<file path="src/rtl/tmr_voter_seq_pkg.sv">
// Shared types and constants for the TMR voter slice.
//   lane_state_e : per-lane health state (OK -> SUSPECT -> FAULTY)
//   NUM_LANES    : replica count (always 3 for TMR)
//   LANE_A/B/C   : bit positions of each replica in per-lane vectors
package tamara_voter_pkg;

  typedef enum logic [1:0] {
    LANE_OK      = 2'd0,
    LANE_SUSPECT = 2'd1,
    LANE_FAULTY  = 2'd2
  } lane_state_e;

  localparam int NUM_LANES = 3;
  localparam int LANE_A    = 0;
  localparam int LANE_B    = 1;
  localparam int LANE_C    = 2;

endpackage

</file>
<file path="src/rtl/tmr_voter_seq_if.sv">
// Replica/vote bundle between a triplicated datapath and the voter.
//   master : drives in_valid, a, b, c, clear; observes vote and health outputs
//   slave  : the voter; consumes replicas, drives out/out_valid/err/
//            uncorrectable/lane_mismatch/fault/err_count
interface tmr_voter_seq_if #(
  parameter int WIDTH = 8,
  parameter int CNT_W = 16
);
  import tamara_voter_pkg::*;

  logic                 in_valid;
  logic [WIDTH-1:0]     a;
  logic [WIDTH-1:0]     b;
  logic [WIDTH-1:0]     c;
  logic                 clear;
  logic                 out_valid;
  logic [WIDTH-1:0]     out;
  logic                 err;
  logic                 uncorrectable;
  logic [NUM_LANES-1:0] lane_mismatch;
  logic [NUM_LANES-1:0] fault;
  logic [CNT_W-1:0]     err_count;

  modport master (
    output in_valid, a, b, c, clear,
    input  out_valid, out, err, uncorrectable, lane_mismatch, fault, err_count
  );

  modport slave (
    input  in_valid, a, b, c, clear,
    output out_valid, out, err, uncorrectable, lane_mismatch, fault, err_count
  );
endinterface

</file>
<file path="src/rtl/tmr_voter_seq_lane_monitor.sv">
// Health tracker for one replica lane.
//   clk, rst_n : clock, async active-low reset
//   valid      : a sample is present this cycle; state only moves on these
//   mismatch   : this lane disagreed with the vote on the current sample
//   clear      : synchronous return to LANE_OK, wins over valid
//   fault      : registered sticky faulty flag
module voter_lane_monitor
  import tamara_voter_pkg::*;
#(
  parameter int PERSIST = 3
) (
  input  logic clk,
  input  logic rst_n,
  input  logic valid,
  input  logic mismatch,
  input  logic clear,
  output logic fault
);

  localparam int RW = $clog2(PERSIST + 1);
  localparam logic [RW-1:0] RUN_ONE  = RW'(1);
  // run value that, with one more mismatch, reaches PERSIST
  localparam logic [RW-1:0] RUN_LAST = RW'(PERSIST - 1);

  lane_state_e   state_q;
  logic [RW-1:0] run_q;
  logic          fault_q;

  always_ff @(posedge clk or negedge rst_n) begin
    if (!rst_n) begin
      state_q <= LANE_OK;
      run_q   <= '0;
      fault_q <= 1'b0;
    end else if (clear) begin
      state_q <= LANE_OK;
      run_q   <= '0;
      fault_q <= 1'b0;
    end else if (valid) begin
      unique case (state_q)
        LANE_OK: begin
          if (mismatch) begin
            run_q <= RUN_ONE;
            if (PERSIST == 1) begin
              state_q <= LANE_FAULTY;
              fault_q <= 1'b1;
            end else begin
              state_q <= LANE_SUSPECT;
            end
          end
        end
        LANE_SUSPECT: begin
          if (!mismatch) begin
            state_q <= LANE_OK;
            run_q   <= '0;
          end else if (run_q == RUN_LAST) begin
            state_q <= LANE_FAULTY;
            run_q   <= run_q + RUN_ONE;
            fault_q <= 1'b1;
          end else begin
            run_q <= run_q + RUN_ONE;
          end
        end
        LANE_FAULTY: ;  // sticky until clear/reset
        default: begin
          state_q <= LANE_OK;
          run_q   <= '0;
          fault_q <= 1'b0;
        end
      endcase
    end
  end

  assign fault = fault_q;

endmodule

</file>
<file path="src/rtl/tmr_voter_seq.sv">
// Registered bitwise-majority voter for three replicas with lane health
// tracking and a saturating error-event counter.
//   clk, rst_n : clock, async active-low reset
//   bus        : tmr_voter_seq_if.slave (replicas in, vote + health out)
// The vote lands one cycle after the sample; fault/err_count update on the
// same edge so they line up with the sample's out_valid.
module tmr_voter_seq
  import tamara_voter_pkg::*;
#(
  parameter int WIDTH   = 8,
  parameter int PERSIST = 3,
  parameter int CNT_W   = 16
) (
  input  logic              clk,
  input  logic              rst_n,
  tmr_voter_seq_if.slave    bus
);

  localparam logic [CNT_W-1:0] CNT_MAX = '1;
  localparam logic [CNT_W-1:0] CNT_ONE = CNT_W'(1);

  logic [WIDTH-1:0]     vote_d;
  logic [NUM_LANES-1:0] mism_d;
  logic                 any_d;
  logic                 multi_d;

  logic [WIDTH-1:0]     out_q;
  logic                 out_valid_q;
  logic                 err_q;
  logic                 unc_q;
  logic [NUM_LANES-1:0] lm_q;
  logic [CNT_W-1:0]     cnt_q;
  logic [NUM_LANES-1:0] fault_w;

  always_comb begin
    vote_d         = (bus.a & bus.b) | (bus.a & bus.c) | (bus.b & bus.c);
    mism_d         = '0;
    mism_d[LANE_A] = |(bus.a ^ vote_d);
    mism_d[LANE_B] = |(bus.b ^ vote_d);
    mism_d[LANE_C] = |(bus.c ^ vote_d);
    any_d          = |mism_d;
    // two or more lanes off the vote: each disagrees on different bits
    multi_d        = (mism_d[0] & mism_d[1]) | (mism_d[0] & mism_d[2]) |
                     (mism_d[1] & mism_d[2]);
  end

  always_ff @(posedge clk or negedge rst_n) begin
    if (!rst_n) begin
      out_q       <= '0;
      out_valid_q <= 1'b0;
      err_q       <= 1'b0;
      unc_q       <= 1'b0;
      lm_q        <= '0;
      cnt_q       <= '0;
    end else begin
      out_valid_q <= bus.in_valid;
      err_q       <= bus.in_valid & any_d;
      unc_q       <= bus.in_valid & multi_d;
      lm_q        <= bus.in_valid ? mism_d : '0;
      if (bus.in_valid) out_q <= vote_d;
      // clear drops the same-cycle sample from the count
      if (bus.clear)
        cnt_q <= '0;
      else if (bus.in_valid && any_d && cnt_q != CNT_MAX)
        cnt_q <= cnt_q + CNT_ONE;
    end
  end

  for (genvar i = 0; i < NUM_LANES; i++) begin : g_lane
    voter_lane_monitor #(.PERSIST(PERSIST)) u_mon (
      .clk      (clk),
      .rst_n    (rst_n),
      .valid    (bus.in_valid),
      .mismatch (mism_d[i]),
      .clear    (bus.clear),
      .fault    (fault_w[i])
    );
  end

  assign bus.out           = out_q;
  assign bus.out_valid     = out_valid_q;
  assign bus.err           = err_q;
  assign bus.uncorrectable = unc_q;
  assign bus.lane_mismatch = lm_q;
  assign bus.fault         = fault_w;
  assign bus.err_count     = cnt_q;

endmodule

</file>
<file path="src/flat_wrapper.sv">
// flat-port wrapper written by rule: the top's interface ports become plain ports
module tmr_voter_seq_flat import tamara_voter_pkg::*;
#(
  parameter int WIDTH   = 8,
  parameter int PERSIST = 3,
  parameter int CNT_W   = 16
)
  (clk, rst_n, bus_in_valid, bus_a, bus_b, bus_c, bus_clear, bus_out_valid, bus_out, bus_err, bus_uncorrectable, bus_lane_mismatch, bus_fault, bus_err_count);
  tmr_voter_seq_if #(.WIDTH(WIDTH), .CNT_W(CNT_W)) bus_i ();
  input  logic clk;
  input  logic rst_n;
  input wire logic [$bits(bus_i.in_valid)-1:0] bus_in_valid;
  input wire logic [$bits(bus_i.a)-1:0] bus_a;
  input wire logic [$bits(bus_i.b)-1:0] bus_b;
  input wire logic [$bits(bus_i.c)-1:0] bus_c;
  input wire logic [$bits(bus_i.clear)-1:0] bus_clear;
  output wire logic [$bits(bus_i.out_valid)-1:0] bus_out_valid;
  output wire logic [$bits(bus_i.out)-1:0] bus_out;
  output wire logic [$bits(bus_i.err)-1:0] bus_err;
  output wire logic [$bits(bus_i.uncorrectable)-1:0] bus_uncorrectable;
  output wire logic [$bits(bus_i.lane_mismatch)-1:0] bus_lane_mismatch;
  output wire logic [$bits(bus_i.fault)-1:0] bus_fault;
  output wire logic [$bits(bus_i.err_count)-1:0] bus_err_count;
  assign bus_i.in_valid = bus_in_valid;
  assign bus_i.a = bus_a;
  assign bus_i.b = bus_b;
  assign bus_i.c = bus_c;
  assign bus_i.clear = bus_clear;
  assign bus_out_valid = bus_i.out_valid;
  assign bus_out = bus_i.out;
  assign bus_err = bus_i.err;
  assign bus_uncorrectable = bus_i.uncorrectable;
  assign bus_lane_mismatch = bus_i.lane_mismatch;
  assign bus_fault = bus_i.fault;
  assign bus_err_count = bus_i.err_count;
  tmr_voter_seq #(.WIDTH(WIDTH), .PERSIST(PERSIST), .CNT_W(CNT_W)) u_core (.clk(clk), .rst_n(rst_n), .bus(bus_i));
endmodule
</file>
<file path="config.mk">
export PLATFORM = sky130hd
export DESIGN_NAME = tmr_voter_seq_flat
export DESIGN_NICKNAME = d
export VERILOG_FILES = /design/src/rtl/tmr_voter_seq_pkg.sv /design/src/rtl/tmr_voter_seq_if.sv /design/src/rtl/tmr_voter_seq_lane_monitor.sv /design/src/rtl/tmr_voter_seq.sv /design/src/flat_wrapper.sv
export SDC_FILE = /design/constraint.sdc
export NUM_CORES = 1
export LEC_CHECK = 0
export CELL_PAD_IN_SITES_DETAIL_PLACEMENT = 1
export CELL_PAD_IN_SITES_GLOBAL_PLACEMENT = 2
export CORE_MARGIN = 3
export CORE_UTILIZATION = 34
export CTS_BUF_LIST = sky130_fd_sc_hd__clkbuf_8
export DETAILED_ROUTE_END_ITERATION = 8
export GPL_TIMING_DRIVEN = 0
export PLACE_DENSITY_LB_ADDON = 0.1
export SETUP_SLACK_MARGIN = 0.5
export SYNTH_ARGS = -nofsm -noshare
export SYNTH_HDL_FRONTEND = slang
export SYNTH_SLANG_ARGS = --single-unit
</file>
<file path="constraint.sdc">
create_clock -name clk -period 5 [get_ports clk]
set_input_delay 1 -clock clk [delete_from_list [all_inputs] [get_ports clk]]
set_output_delay 1 -clock clk [all_outputs]
set_load 0.02 [all_outputs]
</file>
==> metrics.txt <==
Die Span X 95.88 µm; Clock transition at path regs 0.09 ns; I/O Buffers 59; CP Capture Type flop; gr usage total between 10% and 20%; most frequent cells in the layout clkdlybuf4s50_1 (58), dfrtp_1 (45), nand2_1 (26); H-Tree Depth 2; slew margin rel. 54.01%; Synth Area in Adders 1.822%; multi-input logic area 0.001496 mm²; CP arrival 3.51 ns; share of cells above drive strength 1 between 8 and 9%; Synth cell types 46; Setup TNS 0 ns; drt via density 5.343; Worst path max stage delay roughly 0.52 ns; predominant post-synthesis flop cell dfrtp_1; clk sink count 45; Routed Antenna Nets 0; Setup WS post-layout 1.653 ns; most common cell after layout, fill and taps aside clkdlybuf4s50_1; row cnt 32; highest clock rate 0.2988 GHz; detailed-route wire length 7.374 mm; post-synthesis sequential area ratio 41.00%; PD cells 237.7 mW/mm²; Slew @ Worst Pin 0.6840 ns; placed instance count 456; hold crit path type flop to flop; GR Overflow Total 0; Slowest-stage cell, CP clkdlybuf4s50_1; maximum VDD drop roughly 87 µV; hold_ws slightly above 0.5 ns; CP Class input port to flop; Final Cycle Share 66.94%; status complete, no violations; number of flops mapped to enable cells by yosys 0; XOR/XNOR share of the synthesized area less than 1%; Synth Instances 294; RD Place Congestion 0.7558; HPWL Detailed 5.659 mm; core area 0.007767 mm²; largest net degree at the start of global routing 26; Reg area ~0.0011 mm²; mux contribution to synthesized area 2.825%; wire per inst approximately 16 µm; synthesis-stage register bit count 45; crit path max fanout 10; Critical Path, Cell by Cell clkdlybuf4s50_1, a21o_1, a221oi_1, nand4_2, o31ai_4, buf_6, mux2i_1, nor2_1; final hold vios 0; RSZ-0062 raised after global routing false; Final Max Slew Viols 0; area grow syn2layout 31.07%; Starting Density roughly 35%; Final min period roughly 3.3 ns; Critical Path RT 5.16 ns; Syn. warnings 0; fin nets between 300 and 400; Setup WS pre-CTS 1.312 ns; Starting DRT DRC Count 43; die area 0.009192 mm²; drt pass-1 iters 4; Compound-Gate Fraction of Synth Area 23.01%; Hold Buf Count CTS 0; via count 2,479; ys async rst share 100.0%; largest family of logic cells by synthesized area simple AND/OR/NAND/NOR gates; Post-Synth Simple-Gate Area 26.51%; CTS tree yes; Final setup viols 0; fin cells between 400 and 500; Post-CTS Setup Bufs 0; # fillers 900; clock latency on the worst-skew pair 0.30 ns; post-cts sizing count 0; initial antenna violation count 0; power consumption 0.8558 mW; Post-Synthesis Cell Area 0.002746 mm²; Clock Tree Root clkbuf_8; DRC viols 0; clk buf depth 2; P_leak 1.452 nW; Num CTS Buffers 5; syn nets between 300 and 400; diode count 0; first-pass GRT wire length 12.01 mm; Max Cap Viol 0; critical path launch point type input port; Max Clock Skew between 0.01 and 0.015 ns; Die Y 95.88 µm; vias in the first global route 2,422; post-synthesis average cell area between 9 and 10 µm²; # IOs 61
## through the flow
step | instance area [µm²] | utilization, %
2_1_floorplan | 2746 | -
3_3_place_gp | 3465 | 44.60
3_5_place_dp | 3480 | 44.80
4_1_cts | 3600 | 46.34
5_1_grt | 3600 | 46.34
6_report | 3600 | 46.34
## synthesized netlist by cell type (2+ instances only)
master | n | area [µm²]
o211ai_1 | 8 | 60.06
a31oi_1 | 4 | 25.02
ha_1 | 4 | 50.05
a221oi_1 | 2 | 17.52
nand2_1 | 26 | 97.59
or3b_2 | 2 | 17.52
or3_1 | 11 | 68.82
buf_4 | 3 | 22.52
o31ai_1 | 4 | 30.03
inv_1 | 16 | 60.06
and3_1 | 2 | 12.51
and3b_1 | 9 | 78.83
o21a_1 | 3 | 22.52
a41oi_1 | 2 | 17.52
clkbuf_1 | 8 | 30.03
a21oi_1 | 20 | 100.1
dfrtp_1 | 45 | 1126
a21o_1 | 8 | 60.06
nor3b_1 | 13 | 97.59
mux2_1 | 6 | 67.56
a2111oi_2 | 3 | 45.04
nand4_1 | 2 | 12.51
o21ai_1 | 6 | 30.03
o21ai_0 | 18 | 90.09
a221oi_2 | 4 | 60.06
nor2_1 | 12 | 45.04
or4_1 | 3 | 22.52
nand4_2 | 3 | 37.54
nor4_1 | 5 | 31.28
nand3_1 | 12 | 60.06
and2_1 | 3 | 18.77
nor2b_1 | 13 | 81.33
## state kept, by name, indices dropped and copies added (netlist names)
register,flops
u_core.bus.err,1
u_core.bus.err_count,16
u_core.bus.lane_mismatch,3
u_core.bus.out,8
u_core.bus.out_valid,1
u_core.bus.uncorrectable,1
u_core.g_lane.u_mon.fault,3
u_core.g_lane.u_mon.run_q,6
u_core.g_lane.u_mon.state_q,6
## metal layers
| metal | vias to the layer above | GRT usage, % | share of wire [%] | wire (µm) |
|---|---|---|---|---|
| li1 | 1230 | - | - | - |
| met4 | 0 | 2.488 | 0.54 | 40 |
| met3 | 4 | 2.737 | 2.4 | 178 |
| met5 | - | 0 | 0 | 0 |
| met1 | 1212 | 23.84 | 50 | 3681 |
| met2 | 33 | 26.98 | 47 | 3474 |
## power breakdown
part	total (mW)	internal, mW	switching (mW)
clock network	0.291	0.163	0.128
logic	0.174	0.0777	0.0967
registers	0.391	0.380	0.0107
total	0.856	0.620	0.235
## cell type report
class	count	area share, %
buffer	12	1.773
clock buffer	6	2.294
clock inverter	2	1.043
inverter	16	1.668
multi-input combinational	221	41.57
sequential	45	31.28
tap	102	3.545
timing repair buffer	60	16.82
## worst max-delay path: cells and delay by family
kind | cells | cell delay [ns]
AO/OA/AOI/OAI | 3 | 1.19
buffers and inverters | 2 | 0.74
multiplexers | 1 | 0.20
AND/OR/NAND/NOR | 2 | 0.37
## worst paths after layout
path	cells after the start	start	slack (ns)	end
min reg2reg	1	u_core.g_lane[0].u_mon.fault	0.51	u_core.g_lane[0].u_mon.fault
min	1	u_core.g_lane[0].u_mon.fault	0.51	u_core.g_lane[0].u_mon.fault
max	8	bus_a[1]	1.65	u_core.bus.err_count[1]
min in group asynchronous	1	rst_n	0.66	u_core.g_lane[0].u_mon.state_q[1]
max in group asynchronous	2	rst_n	3.83	u_core.g_lane[1].u_mon.run_q[0]
max reg2reg	6	u_core.bus.err_count[0]	2.51	u_core.bus.err_count[7]
## cell families after synthesis
kind of cell             after synthesis
AO/OA/AOI/OAI                         87
XOR/XNOR                               1
adder cells (fa/ha/maj)                4
buffers and inverters                 28
flip-flops                            45
multiplexers                           7
AND/OR/NAND/NOR                      122
(Power assumes the default switching activity.)
